**src/rtl/calc_n_port.sv**
```systemverilog
`default_nettype none
// ============================================================================
// Module : calc_n_port
// Multi-port calculator: N requester ports share one two-stage ALU through a
// round-robin arbiter; each port runs its own request/response FSM.
// Rev    : 1.0  initial release
// ============================================================================
module calc_n_port #(
    parameter int NUM_PORTS = 4,
    parameter int DATA_W    = 32,
    parameter int CMD_W     = 4
) (
    input  logic                        c_clk,
    input  logic                        reset,
    input  logic [NUM_PORTS*CMD_W-1:0]  req_cmd_in,
    input  logic [NUM_PORTS*DATA_W-1:0] req_data_in,
    output logic [NUM_PORTS*2-1:0]      out_resp,
    output logic [NUM_PORTS*DATA_W-1:0] out_data,
    output logic [NUM_PORTS-1:0]        port_busy
);
    localparam int SH_W  = $clog2(DATA_W);
    localparam int PTR_W = (NUM_PORTS > 1) ? $clog2(NUM_PORTS) : 1;

    localparam logic [CMD_W-1:0] CMD_ADD = CMD_W'(1);
    localparam logic [CMD_W-1:0] CMD_SUB = CMD_W'(2);
    localparam logic [CMD_W-1:0] CMD_SHL = CMD_W'(5);
    localparam logic [CMD_W-1:0] CMD_SHR = CMD_W'(6);

    localparam logic [1:0] RESP_NONE = 2'd0;
    localparam logic [1:0] RESP_OK   = 2'd1;
    localparam logic [1:0] RESP_ERR  = 2'd2;

    typedef enum logic [2:0] {
        ST_IDLE = 3'd0,
        ST_OP2  = 3'd1,
        ST_PEND = 3'd2,
        ST_WAIT = 3'd3,
        ST_DONE = 3'd4
    } state_t;

    state_t            state_q [NUM_PORTS];
    state_t            state_d [NUM_PORTS];
    logic [CMD_W-1:0]  cmd_q   [NUM_PORTS];
    logic [CMD_W-1:0]  cmd_d   [NUM_PORTS];
    logic [DATA_W-1:0] op1_q   [NUM_PORTS];
    logic [DATA_W-1:0] op1_d   [NUM_PORTS];
    logic [DATA_W-1:0] op2_q   [NUM_PORTS];
    logic [DATA_W-1:0] op2_d   [NUM_PORTS];
    logic [1:0]        resp_q  [NUM_PORTS];
    logic [1:0]        resp_d  [NUM_PORTS];
    logic [DATA_W-1:0] data_q  [NUM_PORTS];
    logic [DATA_W-1:0] data_d  [NUM_PORTS];

    logic [PTR_W-1:0]  ptr_q, ptr_d;
    logic              gnt_valid;
    logic [PTR_W-1:0]  gnt_idx;
    logic [PTR_W-1:0]  cand;
    int                cand_i;

    logic              s1_valid_q, s1_valid_d;
    logic [PTR_W-1:0]  s1_port_q, s1_port_d;
    logic [CMD_W-1:0]  s1_cmd_q, s1_cmd_d;
    logic [DATA_W-1:0] s1_op1_q, s1_op1_d;
    logic [DATA_W-1:0] s1_op2_q, s1_op2_d;

    logic [DATA_W:0]   alu_sum;
    logic [1:0]        alu_resp;
    logic [DATA_W-1:0] alu_data;

    // Round-robin search over PEND ports, starting at the pointer.
    always_comb begin
        gnt_valid = 1'b0;
        gnt_idx   = '0;
        cand_i    = 0;
        cand      = '0;
        for (int k = 0; k < NUM_PORTS; k++) begin
            cand_i = int'(ptr_q) + k;
            if (cand_i >= NUM_PORTS) cand_i = cand_i - NUM_PORTS;
            cand = PTR_W'(cand_i);
            if (!gnt_valid && state_q[cand] == ST_PEND) begin
                gnt_valid = 1'b1;
                gnt_idx   = cand;
            end
        end
        ptr_d = ptr_q;
        if (gnt_valid)
            ptr_d = (int'(gnt_idx) == NUM_PORTS - 1) ? '0 : gnt_idx + PTR_W'(1);
    end

    always_comb begin
        s1_valid_d = gnt_valid;
        s1_port_d  = gnt_idx;
        s1_cmd_d   = cmd_q[gnt_idx];
        s1_op1_d   = op1_q[gnt_idx];
        s1_op2_d   = op2_q[gnt_idx];
    end

    always_comb begin
        alu_sum  = {1'b0, s1_op1_q} + {1'b0, s1_op2_q};
        alu_resp = RESP_ERR;
        alu_data = '0;
        case (s1_cmd_q)
            CMD_ADD: if (!alu_sum[DATA_W]) begin
                alu_resp = RESP_OK;
                alu_data = alu_sum[DATA_W-1:0];
            end
            CMD_SUB: if (s1_op2_q <= s1_op1_q) begin
                alu_resp = RESP_OK;
                alu_data = s1_op1_q - s1_op2_q;
            end
            CMD_SHL: begin
                alu_resp = RESP_OK;
                alu_data = s1_op1_q << s1_op2_q[SH_W-1:0];
            end
            CMD_SHR: begin
                alu_resp = RESP_OK;
                alu_data = s1_op1_q >> s1_op2_q[SH_W-1:0];
            end
            default: ;
        endcase
    end

    // Response registers default to zero so outputs are only nonzero in DONE.
    always_comb begin
        for (int i = 0; i < NUM_PORTS; i++) begin
            state_d[i] = state_q[i];
            cmd_d[i]   = cmd_q[i];
            op1_d[i]   = op1_q[i];
            op2_d[i]   = op2_q[i];
            resp_d[i]  = RESP_NONE;
            data_d[i]  = '0;
            case (state_q[i])
                ST_IDLE: if (req_cmd_in[i*CMD_W +: CMD_W] != '0) begin
                    cmd_d[i]   = req_cmd_in[i*CMD_W +: CMD_W];
                    op1_d[i]   = req_data_in[i*DATA_W +: DATA_W];
                    state_d[i] = ST_OP2;
                end
                ST_OP2: begin
                    op2_d[i]   = req_data_in[i*DATA_W +: DATA_W];
                    state_d[i] = ST_PEND;
                end
                ST_PEND: if (gnt_valid && gnt_idx == PTR_W'(i)) state_d[i] = ST_WAIT;
                ST_WAIT: if (s1_valid_q && s1_port_q == PTR_W'(i)) begin
                    state_d[i] = ST_DONE;
                    resp_d[i]  = alu_resp;
                    data_d[i]  = alu_data;
                end
                ST_DONE: state_d[i] = ST_IDLE;
                default: state_d[i] = ST_IDLE;
            endcase
        end
    end

    always_ff @(posedge c_clk or negedge reset) begin
        if (!reset) begin
            ptr_q      <= '0;
            s1_valid_q <= 1'b0;
            s1_port_q  <= '0;
            s1_cmd_q   <= '0;
            s1_op1_q   <= '0;
            s1_op2_q   <= '0;
            for (int i = 0; i < NUM_PORTS; i++) begin
                state_q[i] <= ST_IDLE;
                cmd_q[i]   <= '0;
                op1_q[i]   <= '0;
                op2_q[i]   <= '0;
                resp_q[i]  <= RESP_NONE;
                data_q[i]  <= '0;
            end
        end else begin
            ptr_q      <= ptr_d;
            s1_valid_q <= s1_valid_d;
            s1_port_q  <= s1_port_d;
            s1_cmd_q   <= s1_cmd_d;
            s1_op1_q   <= s1_op1_d;
            s1_op2_q   <= s1_op2_d;
            for (int i = 0; i < NUM_PORTS; i++) begin
                state_q[i] <= state_d[i];
                cmd_q[i]   <= cmd_d[i];
                op1_q[i]   <= op1_d[i];
                op2_q[i]   <= op2_d[i];
                resp_q[i]  <= resp_d[i];
                data_q[i]  <= data_d[i];
            end
        end
    end

    for (genvar g = 0; g < NUM_PORTS; g++) begin : g_port_out
        assign out_resp[g*2 +: 2]           = resp_q[g];
        assign out_data[g*DATA_W +: DATA_W] = data_q[g];
        assign port_busy[g]                 = (state_q[g] != ST_IDLE);
    end

endmodule
`default_nettype wire

```
**config.mk**
```make
export PLATFORM = sky130hd
export DESIGN_NAME = calc_n_port
export DESIGN_NICKNAME = d
export VERILOG_FILES = /design/src/rtl/calc_n_port.sv
export SDC_FILE = /design/constraint.sdc
export NUM_CORES = 1
export LEC_CHECK = 0
export CAP_MARGIN = 20
export CORE_MARGIN = 2
export CORE_UTILIZATION = 23
export DETAILED_ROUTE_END_ITERATION = 6
export PLACE_DENSITY = 0.39
export SYNTH_ARGS = -nofsm -noshare
export SYNTH_HDL_FRONTEND = slang
export SYNTH_SLANG_ARGS = --single-unit
```
**constraint.sdc**
```tcl
create_clock -name c_clk -period 9.3 [get_ports c_clk]
set_input_delay 0.93 -clock c_clk [delete_from_list [all_inputs] [get_ports c_clk]]
set_output_delay 0.93 -clock c_clk [all_outputs]
set_load 0.1 [all_outputs]
```
==> flow_summary.ini, run 1 <==
[clock_tree]
cts-htree-levels = 2
cts.sinks = 493
post_cts.repair.setup_buffers = 0
cts_resized = 0
insertion_delay_ns = 0.69
tritoncts = yes
cts-root-buf = clkbuf_16
clkTransAtPathRegs_ns = 0.06
cts.path.max_buffers = 3
cts-buffers-inserted = 58
cts_hold_buf = 0

[synth]
synth_enable_flop_cells = 0
ys_seq_elements = 493
syn_area_mm2 = 0.0261
syn_avg_cell_area_um2 = 9.82
syn_nets = 2878
ys_types = 84
ys.flop_type = dfrtp_1
async_flop_share_pct = 100
syn-instance-count = 2661
yosys-top-cells-area = dfrtp_1, mux2_2, nand2_1, nor2_1, ha_1
yosys_warnings = 0
synth_top_area_cell = dfrtp_1
synth-seq-area-share_pct = 47.2
synth_top_area_share_pct = 47.2

[global_routing]
grt_pass1_wl_um = 152000
grt_pass1_vias = 21900
grt.overflow.total = 0
grt_usage_pct = 17.4
gr-usage-met2_pct = 26.6
antenna_found_initial = 7
grt.busiest_layer = met2
grt_use_met1_pct = 25.4
grt_max_degree = 173
grtUsageMet3_pct = 2.57

[place]
routabilityCongestion = 0.910
numPortBuffers = 285
place_area_mm2 = 0.0305
dp_hpwl_um = 75200

[timing]
fmax_mhz = 208
tns_ns = 0
grt_setup_unrepaired = false
hold_viol_final = 0
max_slew_margin_pct = 25.3
slew_viol_final = 0
period_share_pct = 51.8
setup_violations = 0
worst_slew_pin_slew_ns = 1.12
final.setup_skew_ns = 0.0306
period_needed_ns = 4.82

[outcome]
status = completed

[route]
viasPerCell = 4.87
dr.pass1.iters = 6
drt_iter0_markers = 1790
antenna_left = 0
wirelength_um = 103000
route.detailed.drc = 0
wl_per_cell_um = 23.3
routed-via-count = 21500

[die]
initial_core_util_pct = 23.2
dieWidth_um = 341
dieArea_mm2 = 0.116
die_h_um = 341
num_rows = 123
io_pins = 286
core_area_mm2 = 0.113

[job]
drv_cap = 0

[worst_setup_path]
critPathLaunchType = register
reg2regPathDepth = 13
criticalPathCategory = register to register
reg2reg_from = s1_op2_q[1]$_DFF_PN0_
r2r_end = out_data[109]$_DFF_PN0_
required_ns = 9.84
critPathCaptureType = register
reg2reg_slack_ns = 4.48
path_max_fanout = 62
crit_arrival_ns = 5.36

[finish]
fillerInstances = 11900
final_area_mm2 = 0.0325
drive_above_1_share_pct = 15.5
syn_to_final_growth_pct = 24.3
nNetsFinal = 3081

[hold_path]
hold_path.class = input port to async pin
[flip-flops by register name (all words and copies together), names as in the netlist]
| signal | flops |
|---|---|
| s1_cmd_q | 4 |
| out_resp | 8 |
| s1_op1_q | 32 |
| out_data | 128 |
| ptr_q | 2 |
| s1_op2_q | 32 |
| s1_valid_q | 1 |
| s1_port_q | 2 |
| state_q | 12 |
| cmd_q | 16 |
| op1_q | 128 |
| op2_q | 128 |
[through the flow]
step,instances,setup WS [ns],utilization [%],hold WS [ns]
3_5_place_dp,4304,4.50,27.1,0.462
2_1_floorplan,2661,5.30,-,0.446
3_3_place_gp,4304,4.54,27.1,0.457
4_1_cts,4410,4.49,28.8,0.281
5_1_grt,4410,4.29,28.8,0.325
6_report,4415,4.48,28.8,0.285
[area by class of cell]
class | instances | area, um2 | share of cell area (%)
clock inverters | 23 | 319 | 0.982
flip-flops and latches | 493 | 12300 | 38.0
inverters | 80 | 303 | 0.932
well taps | 1500 | 1880 | 5.78
repair buffers | 320 | 3160 | 9.72
clock buffers | 83 | 1650 | 5.06
diodes | 5 | 12.5 | 0.0385
multi-input cells | 1911 | 12800 | 39.5
[Yosys cell counts, types with 11 or more instances]
master,count
ha_1,69
nand4_1,12
a21o_1,11
a31oi_1,81
nor2b_1,18
nor3_1,31
dfrtp_1,493
a211oi_1,19
buf_2,20
o21ai_0,68
o221ai_1,22
o211ai_1,31
inv_1,77
and3_1,75
nor4_1,17
o21bai_1,18
nor2_1,285
nand3_1,15
mux4_2,33
o22ai_1,17
a221o_1,15
a21oi_1,134
nand2_1,457
a22oi_1,11
mux2_2,237
clkbuf_1,142
nand2b_1,20
o31ai_1,12
and2_1,12
mux2i_1,51
a211oi_2,12
[worst max path at each step]
stage / cells after the start / slack, ns / startpoint / end
3_5_place_dp: 13 / 4.50 / s1_op2_q[1]$_DFF_PN0_ / out_data[109]$_DFF_PN0_
4_1_cts: 13 / 4.49 / s1_op2_q[1]$_DFF_PN0_ / out_data[109]$_DFF_PN0_
2_1_floorplan: 15 / 5.30 / s1_op2_q[2]$_DFF_PN0_ / out_data[103]$_DFF_PN0_
5_1_grt: 13 / 4.29 / s1_op2_q[1]$_DFF_PN0_ / out_data[77]$_DFF_PN0_
6_report: 13 / 4.48 / s1_op2_q[1]$_DFF_PN0_ / out_data[109]$_DFF_PN0_
3_3_place_gp: 13 / 4.54 / s1_op2_q[1]$_DFF_PN0_ / out_data[109]$_DFF_PN0_
[per-layer routing]
metal	up-vias	routed length, um
li1	9811	-
met1	10900	50000
met2	661	44700
met3	136	5460
met4	4	2640
met5	-	27
[critical path, stage by stage, from the launching register on]
cell and delay, ns:
dfrtp_2 0.34, buf_4 0.58, inv_2 0.10, fa_1 0.49, o21ba_1 0.24, a2111o_1 0.52, a2111oi_2 0.45, nor3_1 0.22
a21o_1 0.20, buf_4 0.27, a22o_1 0.25, o21ai_1 0.36, o311a_1 0.52, nor2_1 0.11
[cell families (layout without fill, tap and decap cells)]
family | count (synthesis) | after routing | share of synthesized area (%)
AOI/OAI and AO/OA | 534 | 534 | 13.9
xor gates and xnor gates | 1 | 1 | 0.0335
adders and majority gates | 71 | 71 | 3.46
buffers and inverters | 257 | 506 | 3.91
DFF | 493 | 493 | 47.2
muxes | 321 | 321 | 15.0
other | 0 | 5 | 0
and+or+nand+nor | 984 | 984 | 16.5
[layout by cell type (no fill, tap or decap), types with 31 or more instances in the layout]
| cell type | instances |
|---|---|
| a21oi_1 | 133 |
| a31oi_1 | 81 |
| and3_1 | 75 |
| buf_4 | 32 |
| clkbuf_16 | 58 |
| clkdlybuf4s50_1 | 284 |
| dfrtp_1 | 490 |
| ha_1 | 69 |
| inv_1 | 76 |
| mux2_2 | 237 |
| mux2i_1 | 51 |
| mux4_2 | 33 |
| nand2_1 | 456 |
| nor2_1 | 283 |
| o211ai_1 | 31 |
| o21ai_0 | 68 |
Power of run 1 is not shown: default switching activity piles up to over one toggle a cycle in this logic, so the estimate is an artifact.
==> run 2, diff against run 1 <==
- PLACE_DENSITY: 0.39 -> 0.41
- clock period: 9.3 -> 3.89 ns (I/O delays scaled with it)
==> flow_summary.ini, run 2 (synthesized netlist as in run 1, its figures left out) <==
[hold_path]
hold_path.class = input port to register
min_path_cells = 3

[die]
dieWidth_um = 341
initial_core_util_pct = 23.2
core_area_mm2 = 0.113
io_pins = 286
num_rows = 123
die_h_um = 341
dieArea_mm2 = 0.116

[worst_setup_path]
required_ns = 4.41
r2r_end = out_data[66]$_DFF_PN0_
crit_start = s1_op2_q[0]$_DFF_PN0_
critPathCaptureType = register
path_max_fanout = 29
reg2regPathDepth = 13
criticalPathCategory = register to register
reg2reg_from = s1_op2_q[0]$_DFF_PN0_
crit_arrival_ns = 4.28
critPathLaunchType = register
reg2reg_slack_ns = 0.13
crit_end = out_data[66]$_DFF_PN0_

[route]
wirelength_um = 102000
viasPerCell = 4.80
routed-via-count = 21700
dr.pass1.iters = 6
route.detailed.drc = 0
drt_iter0_markers = 1781
antenna_left = 0
wl_per_cell_um = 22.5

[clock_tree]
cts-buffers-inserted = 59
clkTransAtPathRegs_ns = 0.06
cts.sinks = 493
insertion_delay_ns = 0.69
post_cts.repair.setup_buffers = 0
cts-root-buf = clkbuf_16
cts.path.max_buffers = 3
tritoncts = yes
cts-htree-levels = 2

[global_routing]
grtUsageMet3_pct = 2.88
grt_usage_pct = 17.2
gr-usage-met2_pct = 25.3
antenna_found_initial = 7
grt_pass1_vias = 21400
grt_use_met1_pct = 25.9
grt_pass1_wl_um = 150000
grt.overflow.total = 0
grt_max_degree = 140
grt.busiest_layer = met1

[timing]
final.setup_skew_ns = 0.0330
period_share_pct = 96.6
grt_setup_unrepaired = false
tns_ns = 0
max_slew_margin_pct = 28.4
whs_ns = 0.284
fmax_mhz = 266
period_needed_ns = 3.76
worst_slew_pin_slew_ns = 1.07
slew_viol_final = 0
hold_viol_final = 0
setup_violations = 0

[outcome]
status = completed

[finish]
nNetsFinal = 3187
fillerInstances = 11900
layout_common_cells = dfrtp_1, nand2_1, clkdlybuf4s50_1
drive_above_1_share_pct = 18.5
final_common_cell = dfrtp_1
syn_to_final_growth_pct = 28.1

[place]
dp_hpwl_um = 75300
numPortBuffers = 285
routabilityCongestion = 0.932

[job]
drv_cap = 0
[run 2: timing repair]
item	CTS	global route
hold buffers	1	0
resized for setup	0	6
endpoints found under the setup margin	0	20
hold endpoints to repair	82	0
[run 2: stage by stage]
step / instance area [um2] / utilization (%) / instances / worst slack [ns]
after detailed placement: 31500 / 27.9 / 4408 / 0.0891
after global routing: 33500 / 29.7 / 4518 / 0.00652
after CTS: 33400 / 29.7 / 4518 / 0.0697
final: 33500 / 29.7 / 4520 / 0.134
after global placement: 31500 / 27.9 / 4408 / 0.143
after floorplan: 26100 / - / 2661 / 0.0771
[run 2: cell type report]
class	count	area, um2	area share [%]
Clock buffer	93	1800	5.36
Tap cell	1500	1880	5.60
Timing Repair Buffer	425	4110	12.3
Clock inverter	16	186	0.557
Inverter	80	303	0.904
Sequential cell	493	12300	36.9
Antenna cell	2	5.00	0.0149
Multi-Input combinational cell	1911	12900	38.4
[run 2: worst min-delay path by stage]
stage                                     start                    end
after floorplan                           reset   cmd_q[0]$_DFFE_PN0P_
after global placement    op1_q[76]$_DFFE_PN0P_  op1_q[76]$_DFFE_PN0P_
after detailed placement  op1_q[75]$_DFFE_PN0P_  op1_q[75]$_DFFE_PN0P_
after CTS                       req_data_in[39]  op1_q[71]$_DFFE_PN0P_
after global routing            req_data_in[39]  op1_q[71]$_DFFE_PN0P_
final                           req_data_in[39]  op1_q[71]$_DFFE_PN0P_
[run 2: critical path, stage by stage (launching register included)]
cell       delay, ns
dfrtp_4         0.43
ha_1            0.17
inv_1           0.06
fa_1            0.38
o21ba_1         0.22
a2111o_1        0.53
a2111oi_2       0.40
nor3_1          0.19
a21o_1          0.22
buf_12          0.18
a21oi_1         0.14
o21ai_1         0.08
a211oi_2        0.50
nor2_1          0.10
[run 2: routing by layer]
metal / routed length, um / share of wire (%)
met1: 50300 / 49
met2: 42800 / 42
met3: 6500 / 6.4
met4: 2010 / 2.0
met5: 60 / 0.059
Power of run 2 is left out for the same reason.
